--- src/rtl/bus_receiver.sv ---
// ---------------------------------------------------------------------------
// bus_receiver
//   Receive-side counterpart of the register-file bus transmitter. Captures the
//   shared data bus on each load strobe into a small show-ahead FIFO and hands
//   the buffered bytes, in order, to a consumer over a valid/ready handshake.
//   This decouples bus-cycle timing from consumer timing.
//
// Optional feature (compile-time macro BUS_RECEIVER_OVF_EN):
//   defined   : o_overflow is a sticky flag, set whenever a byte is dropped
//               because the FIFO is full. Cleared by i_reset or i_flush.
//   undefined : o_overflow is tied to 0. Dropped bytes are still discarded.
//
// Parameters
//   WIDTH  data/bus width in bits
//   DEPTH  FIFO entries (power of two, >= 2)
//
// Ports
//   i_clk       clock, all state changes on the rising edge
//   i_reset     synchronous active-high reset
//   i_bus       shared data bus, sampled on a push
//   i_busLoad   push request: capture i_bus this cycle
//   i_flush     discard every buffered byte
//   o_data      head-of-FIFO byte, 0 when empty
//   o_valid     o_data holds a valid byte
//   i_ready     consumer accepts o_data when o_valid && i_ready
//   o_full      count == DEPTH
//   o_empty     count == 0
//   o_count     number of buffered bytes
//   o_overflow  sticky drop flag (see above)
// ---------------------------------------------------------------------------
module bus_receiver #(
  parameter int WIDTH = 8,
  parameter int DEPTH = 4
) (
  input  logic                     i_clk,
  input  logic                     i_reset,
  input  logic [WIDTH-1:0]         i_bus,
  input  logic                     i_busLoad,
  input  logic                     i_flush,
  output logic [WIDTH-1:0]         o_data,
  output logic                     o_valid,
  input  logic                     i_ready,
  output logic                     o_full,
  output logic                     o_empty,
  output logic [$clog2(DEPTH):0]   o_count,
  output logic                     o_overflow
);

  localparam int AW = $clog2(DEPTH);
  localparam int CW = AW + 1;

  logic [WIDTH-1:0] mem [DEPTH];
  logic [AW-1:0]    wr_ptr;
  logic [AW-1:0]    rd_ptr;
  logic [CW-1:0]    count;
  logic             push;
  logic             pop;

  // Status is derived from the registered count, never from pointer
  // comparison, so full and empty cannot be confused when the pointers meet.
  assign o_count = count;
  assign o_empty = (count == '0);
  assign o_full  = (count == CW'(DEPTH));
  assign o_valid = !o_empty;

  // A full FIFO still accepts a byte when the head leaves in the same cycle.
  assign pop  = o_valid && i_ready;
  assign push = i_busLoad && (!o_full || pop);

  // Show-ahead read: the head entry is muxed straight out, forced to 0 when
  // nothing is buffered so stale storage never leaks to the consumer.
  assign o_data = o_empty ? '0 : mem[rd_ptr];

  // NOTE: storage is deliberately left out of reset; only the pointers and
  // count define which entries are meaningful, so the array maps to plain RAM.
  always_ff @(posedge i_clk) begin
    if (!i_reset && !i_flush && push) begin
      mem[wr_ptr] <= i_bus;
    end
  end

  // NOTE: all state updates use non-blocking assignments so every register
  // sees the pre-edge values of the others, independent of statement order.
  always_ff @(posedge i_clk) begin
    if (i_reset) begin
      wr_ptr <= '0;
      rd_ptr <= '0;
      count  <= '0;
    end else if (i_flush) begin
      // Flush outranks any push/pop requested in the same cycle.
      wr_ptr <= '0;
      rd_ptr <= '0;
      count  <= '0;
    end else begin
      // Pointers wrap implicitly through their AW-bit width.
      if (push) wr_ptr <= wr_ptr + AW'(1);
      if (pop)  rd_ptr <= rd_ptr + AW'(1);
      case ({push, pop})
        2'b10:   count <= count + CW'(1);
        2'b01:   count <= count - CW'(1);
        default: count <= count;
      endcase
    end
  end

`ifdef BUS_RECEIVER_OVF_EN
  logic overflow_q;
  logic overflow_event;

  // A byte is dropped when a load arrives at a full FIFO with no pop.
  assign overflow_event = i_busLoad && !push;

  always_ff @(posedge i_clk) begin
    if (i_reset || i_flush) begin
      overflow_q <= 1'b0;
    end else if (overflow_event) begin
      overflow_q <= 1'b1;
    end
  end

  assign o_overflow = overflow_q;
`else
  assign o_overflow = 1'b0;
`endif

endmodule
--- config.mk ---
export PLATFORM = sky130hd
export DESIGN_NAME = bus_receiver
export DESIGN_NICKNAME = d
export VERILOG_FILES = /design/src/rtl/bus_receiver.sv
export SDC_FILE = /design/constraint.sdc
export NUM_CORES = 1
export LEC_CHECK = 0
export BUFFER_PORTS_ARGS = -buffer_cell sky130_fd_sc_hd__buf_2
export CAP_MARGIN = 5
export CELL_PAD_IN_SITES_DETAIL_PLACEMENT = 2
export CELL_PAD_IN_SITES_GLOBAL_PLACEMENT = 2
export CORE_ASPECT_RATIO = 0.7
export CORE_MARGIN = 2
export CORE_UTILIZATION = 36
export CTS_CLUSTER_SIZE = 16
export DETAILED_ROUTE_END_ITERATION = 10
export HOLD_SLACK_MARGIN = 0.02
export PLACE_DENSITY_LB_ADDON = 0.1
export SLEW_MARGIN = 20
export SYNTH_ARGS = -nofsm -noshare
export SYNTH_HDL_FRONTEND = slang
export SYNTH_SLANG_ARGS = --single-unit
--- constraint.sdc ---
create_clock -name i_clk -period 3.4 [get_ports i_clk]
set_input_delay 0.68 -clock i_clk [delete_from_list [all_inputs] [get_ports i_clk]]
set_output_delay 0.68 -clock i_clk [all_outputs]
set_load 0.03 [all_outputs]
==> impl_metrics.yaml, run 1 <==
die:
  io_pins: 28
  dieWidth_um: 89.1
  core_region_area_sq_um: 4830
  dieHeight_um: 63.6
  die_area_sq_um: 5670
  start_util: 0.378
  rows: 21
routing:
  wire_per_inst_um: 17.0
  dr.first_iter.drc_count: 40
  dr.max_layer_used: "met4"
  wl_met3_um: 139
  dr.pass1.iters: 4
  ant_nets: 0
  wl_met1_mm: 1.73
  drt_wl_total_mm: 3.68
  routed-wl-met2_mm: 1.77
  vias_per_cell: 4.83
  remaining_drc_errors: 0
  via_count: 1043
global_routing:
  grt-ovfl-total: 0
  grt_max_degree: 13
  antenna_found_initial: 0
  grt_pass1_vias: 1133
  grt_use_total: 0.144
  grt_pass1_wl_mm: 5.82
setup_path:
  path_cells: "mux4_2 > nor2b_1 > buf_2"
  slowest_stage: "dfxtp_1"
  path_class: "reg -> out"
  path_delay_family: "flip-flops"
  crit_fanout: 8
  worstSetupEndpointType: "output pin"
  crit_buf_inv: 1
  arrival_ns: 1.91
  cpPeakStageDelay_ns: 0.70
  required_ns: 2.72
  crit_path_start_kind: "flop"
placement:
  gp_routability_congestion: 0.675
  dp_hpwl_mm: 2.73
  place_area_sq_um: 1980
  portBuffers: 26
  dp_slack_ns: 1.08
yosys:
  ys_seq_elements: 41
  yosys-top-cells-area: "edfxtp_1, dfxtp_1, mux4_2"
  synth_area_per_cell_sq_um: 15.0
  synthArstFlopShare: 0
  synth_top_family_by_area: "simple AND/OR/NAND/NOR gates"
  ys_warn_count: 0
  ys_seq_area_frac: 0.625
  synth_top_area_frac: 0.526
  yosys.area_share.adder: 0.0384
  synth_edf_count: 32
  syn_inst: 122
  synth_top_area_cell: "edfxtp_1"
  synth_compound_area_frac: 0.0391
  syn_area_sq_um: 1830
  ys_types: 35
  synth_simple_gate_area_frac: 0.122
  synthMuxAreaShare: 0.115
  syn-num-nets: 140
  synth-xor-area-share: 0.0144
  synthFlopType: "edfxtp_1"
pwr:
  seqPwrFrac: 0.536
  intPower_mw: 0.813
  switchingPower_mw: 0.220
  pwr-share-clk: 0.386
  pwr-share-comb: 0.078
  power.leakage_nw: 0.749
  ir_drop_mv: 0.192
  swShare: 0.213
  p_per_area_nw_per_um2: 492
clocking:
  path_clk_slew_ns: 0.07
  post_cts_resized: 0
  clk-insertion-delay-late_ns: 0.29
  cts_htree_levels: 2
  hold_buffers: 0
  cts_made_buffers: 5
  post-cts-setup-buffers: 0
  cts_root_buf: "clkbuf_8"
  clock_sinks: 41
  clockBufferDepth: 2
  cts_tree: "done"
sta:
  holdWs_ns: 0.510
  period_needed_ns: 2.59
  rsz0062_at_grt: "no"
  finalHoldViolCount: 0
  fin_tns_setup_ns: 0
  drv_slew: 0
  setup_viol: 0
  worstMarginPinSlew_ns: 0.592
  max_slew_margin: 0.605
  fin_crit_sh: 0.763
  skew_ns: 0.00475
  fmax_mhz: 386
  layout_setup_ws_ns: 0.807
final_layout:
  final_layout_size_suffix_gt1_frac: 0.306
  antennaDiodeCount: 0
  fin_area_sq_um: 2100
  synthToLayoutAreaGrowth_pct: 15.1
  layout_common_cells: "edfxtp_1, buf_2, nor2b_1, dfxtp_1, mux4_2"
  final_common_cell: "edfxtp_1"
  nets: 164
job:
  cap_viol_max_count: 0
hold_path:
  min_path_type: "reg -> reg"
outcome:
  outcome: "complete, no violations"
-- sequential cells by signal, indices dropped and copies added (netlist names), named ones only --
| name | count |
|---|---|
| wr_ptr | 2 |
| mem | 32 |
| o_count | 3 |
| rd_ptr | 2 |
-- per-layer routing --
layer | vias up | GRT usage
li1 | 488 | -
met1 | 529 | 0.190
met2 | 21 | 0.228
met3 | 5 | 0.0433
met4 | 0 | 0.0448
met5 | - | 0
-- power by group through the flow --
stage / combinational (mW) / sequential, mW / clock, mW
final: 0.0809 / 0.553 / 0.399
after global routing: 0.0898 / 0.554 / 0.429
after CTS: 0.0833 / 0.553 / 0.409
after detailed placement: 0.0830 / 0.565 / 0
after global placement: 0.0788 / 0.564 / 0
after floorplan: 0.0587 / 0.562 / 0
-- tightest hold or removal path: cells and delay by family, from the launching register on --
kind / cells / cell delay (ns)
XOR/XNOR: 1 / 0.08
AND/OR/NAND/NOR: 1 / 0.07
flip-flops: 1 / 0.33
-- cell families after synthesis --
group | Yosys count
xor+xnor | 3
compound gates | 10
mux | 11
flops | 41
fa+ha+maj | 5
simple gates | 36
other cells | 1
buf+inv | 15
-- area by class of cell --
type                    instances  area [sq um]
multi-input cells              66           604
clock buffers                   7          86.3
clock inverters                 1          30.0
repair buffers                 26           130
flip-flops and latches         41          1140
well taps                      69          86.3
inverters                       6          22.5
fillers                       508          2730
-- final timing paths --
path                     end  slack [ns]       start  cells past startpoint
setup / recovery   o_data[2]        0.81        flop                      3
hold / removal          flop        0.51   rd_ptr[1]                      2
setup reg to reg  o_count[1]        1.17  o_count[0]                      6
hold reg to reg         flop        0.51   rd_ptr[1]                      2
-- synthesized netlist by cell type, types with 2 or more instances --
library cell,number
buf_4,3
nor2b_1,9
nor2_1,7
o21ai_0,2
or3_1,2
xor2_1,2
and2_1,5
inv_1,6
mux2i_1,3
a21oi_1,2
nand2b_1,2
buf_2,4
nand2_1,3
edfxtp_1,32
dfxtp_1,9
mux4_2,8
ha_1,4
a31oi_1,2
-- metrics by stage --
step	util	total power [mW]	std cells
floorplan	-	0.620	122
CTS	0.435	1.05	216
global placement	0.410	0.643	208
finish	0.435	1.03	216
global route	0.435	1.07	216
detailed placement	0.410	0.648	208
(Power assumes the default switching activity.)
==> inputs of run 2 (changes only) <==
--- a/config.mk
+++ b/config.mk
@@ -5,13 +5,14 @@
 export SDC_FILE = /design/constraint.sdc
 export NUM_CORES = 1
 export LEC_CHECK = 0
+export ABC_AREA = 1
 export BUFFER_PORTS_ARGS = -buffer_cell sky130_fd_sc_hd__buf_2
 export CAP_MARGIN = 5
 export CELL_PAD_IN_SITES_DETAIL_PLACEMENT = 2
 export CELL_PAD_IN_SITES_GLOBAL_PLACEMENT = 2
 export CORE_ASPECT_RATIO = 0.7
 export CORE_MARGIN = 2
-export CORE_UTILIZATION = 36
+export CORE_UTILIZATION = 32
 export CTS_CLUSTER_SIZE = 16
 export DETAILED_ROUTE_END_ITERATION = 10
 export HOLD_SLACK_MARGIN = 0.02
==> constraint.sdc (replaced) <==
create_clock -name i_clk -period 2.1 [get_ports i_clk]
set_input_delay 0.42 -clock i_clk [delete_from_list [all_inputs] [get_ports i_clk]]
set_output_delay 0.42 -clock i_clk [all_outputs]
set_load 0.03 [all_outputs]
==> impl_metrics.yaml, run 2 <==
outcome:
  outcome: "complete, no violations"
clocking:
  path_clk_slew_ns: 0.08
  cts_root_buf: "clkbuf_8"
  hold_buffers: 0
  clock_sinks: 41
  cts_htree_levels: 2
  clockBufferDepth: 2
  cts_tree: "done"
  post-cts-setup-buffers: 0
  clk-insertion-delay-late_ns: 0.29
  cts_made_buffers: 5
final_layout:
  fin_area_sq_um: 2140
  nFillCells: 560
  synthToLayoutAreaGrowth_pct: 19.3
  fin_util: 0.403
  nets: 216
  antennaDiodeCount: 0
  layout_common_cells: "nor2_1, edfxtp_1, buf_2, a21oi_1, o21ai_1"
  final_layout_size_suffix_gt1_frac: 0.286
  final_common_cell: "nor2_1"
  largest_reg_flops: 32
  regMostFlops: "mem"
yosys:
  ys_types: 25
  synth_commonest_cells: "nor2_1, edfxtp_1, a21oi_1, o21ai_1, inv_1"
  synth.most_common_cell: "nor2_1"
  synth_top_area_frac: 0.536
  syn_area_sq_um: 1790
  synth_edf_count: 32
  syn_inst: 164
  ys_warn_count: 0
  yosys-top-cells-area: "edfxtp_1, dfxtp_1, nor2_1"
  synthArstFlopShare: 0
  synth_area_per_cell_sq_um: 10.9
  ys_seq_elements: 41
  syn-num-nets: 182
  synthFlopType: "edfxtp_1"
  synth_top_area_cell: "edfxtp_1"
  ys_seq_area_frac: 0.636
routing:
  wire_per_inst_um: 17.4
  drt_wl_total_mm: 4.71
  vias_per_cell: 4.75
  dr.pass1.iters: 3
  dr.first_iter.drc_count: 30
  via_count: 1286
  ant_nets: 0
  remaining_drc_errors: 0
placement:
  portBuffers: 26
  gp_routability_congestion: 0.763
  dp_slack_ns: 0.255
  dp_hpwl_mm: 3.43
  place_area_sq_um: 2030
die:
  die_area_sq_um: 6230
  core_region_area_sq_um: 5310
  dieWidth_um: 93.5
  start_util: 0.338
  rows: 22
  dieHeight_um: 66.7
  io_pins: 28
sta:
  finalHoldViolCount: 0
  layout_setup_ws_ns: 0.155
  fmax_mhz: 514
  period_needed_ns: 1.94
  skew_ns: 0.00565
  drv_slew: 0
  setup_viol: 0
  fin_crit_sh: 0.926
  fin_tns_setup_ns: 0
  rsz0062_at_grt: "no"
setup_path:
  crit_path_start_kind: "flop"
  path_class: "reg -> out"
  rr_startpoint: "o_count[0]"
  required_ns: 1.68
  worstRegToRegCells: 10
  worstSetupEndpointType: "output pin"
  crit_fanout: 10
  regToRegEndpoint: "o_count[2]"
  arrival_ns: 1.52
  ff2ff_setup_slack_ns: 0.38
pwr:
  p_per_area_nw_per_um2: 800
  p_total_mw: 1.71
  ir_drop_mv: 0.381
  power.leakage_nw: 0.861
global_routing:
  grt_max_degree: 17
  antenna_found_initial: 0
  grt_pass1_vias: 1451
  grt_use_total: 0.167
  grt-ovfl-total: 0
  grt_pass1_wl_mm: 7.49
hold_path:
  hold_start: "i_bus[0]"
  min_path_type: "in -> reg"
  hold_end: "mem[0][0]"
  hold_depth: 1
job:
  cap_viol_max_count: 0
-- run 2: changes by cell type in the layout (fill, tap and decap cells not counted), moves of 5 or more --
cell     delta
and2_1      -5
inv_2       +5
inv_1       +5
a21oi_1    +12
buf_4       +6
o21ai_1    +13
nor2b_1     -9
nor2_1     +32
mux4_2      -8
-- run 2: how the worst max path moves through the flow --
stage                      end        from  cells past startpoint  slack, ns
global placement    o_count[2]     i_ready                      9       0.41
global route         o_data[3]        flop                      4       0.05
floorplan            o_data[0]  o_count[2]                      4       0.23
finish               o_data[6]        flop                      6       0.16
CTS                  o_data[6]        flop                      6       0.06
detailed placement   o_data[6]        flop                      6       0.26
-- run 2: layout make-up --
class                           instances  area (sq um)  share of cell area
Tap cell                               72          90.1              0.0421
Timing Repair Buffer                   32           175              0.0818
Inverter                               17          66.3              0.0310
Multi-Input combinational cell        101           554               0.259
Clock buffer                            5          68.8              0.0321
Sequential cell                        41          1140               0.535
Clock inverter                          3          41.3              0.0193
-- run 2: through the flow --
stage | std cells | hold WS, ns
2_1_floorplan | 164 | 0.459
3_3_place_gp | 263 | 0.476
3_5_place_dp | 263 | 0.525
4_1_cts | 271 | 0.330
5_1_grt | 271 | 0.340
6_report | 271 | 0.335
-- run 2: cells by family after synthesis --
logic type                 Yosys count  synth area share
and+or+nand+nor                     60             0.167
other                                1           0.00209
buffers and inverters               22            0.0551
adders and majority gates            5            0.0391
DFF                                 41             0.636
AOI/OAI and AO/OA                   35             0.101
-- run 2: timing repair --
action                                  4_1_cts  5_1_grt
gates resized for setup                       1        1
endpoints found under the setup margin        4        2
cloned                                        0        0
-- run 2: metal layers --
metal  part of all wire  up-vias  track usage
met5                  0        -            0
met4              0.017        0       0.0643
met3              0.024        6       0.0317
met2               0.51       19        0.301
met1               0.45      639        0.198
li1                   -      622            -
-- run 2: worst max-delay path, stage by stage (launching register included) --
cell     delay (ns)
dfxtp_4        0.42
buf_4          0.18
nor2_1         0.06
nor2_1         0.08
o21ai_1        0.09
a21oi_1        0.18
buf_2          0.23
-- run 2: where the power goes --
group | switching, mW | total (mW) | internal (mW) | leakage [nW]
Sequential | 0.0101 | 0.895 | 0.885 | 0.363
Clock | 0.282 | 0.632 | 0.350 | 0.0518
Combinational | 0.133 | 0.185 | 0.0517 | 0.446
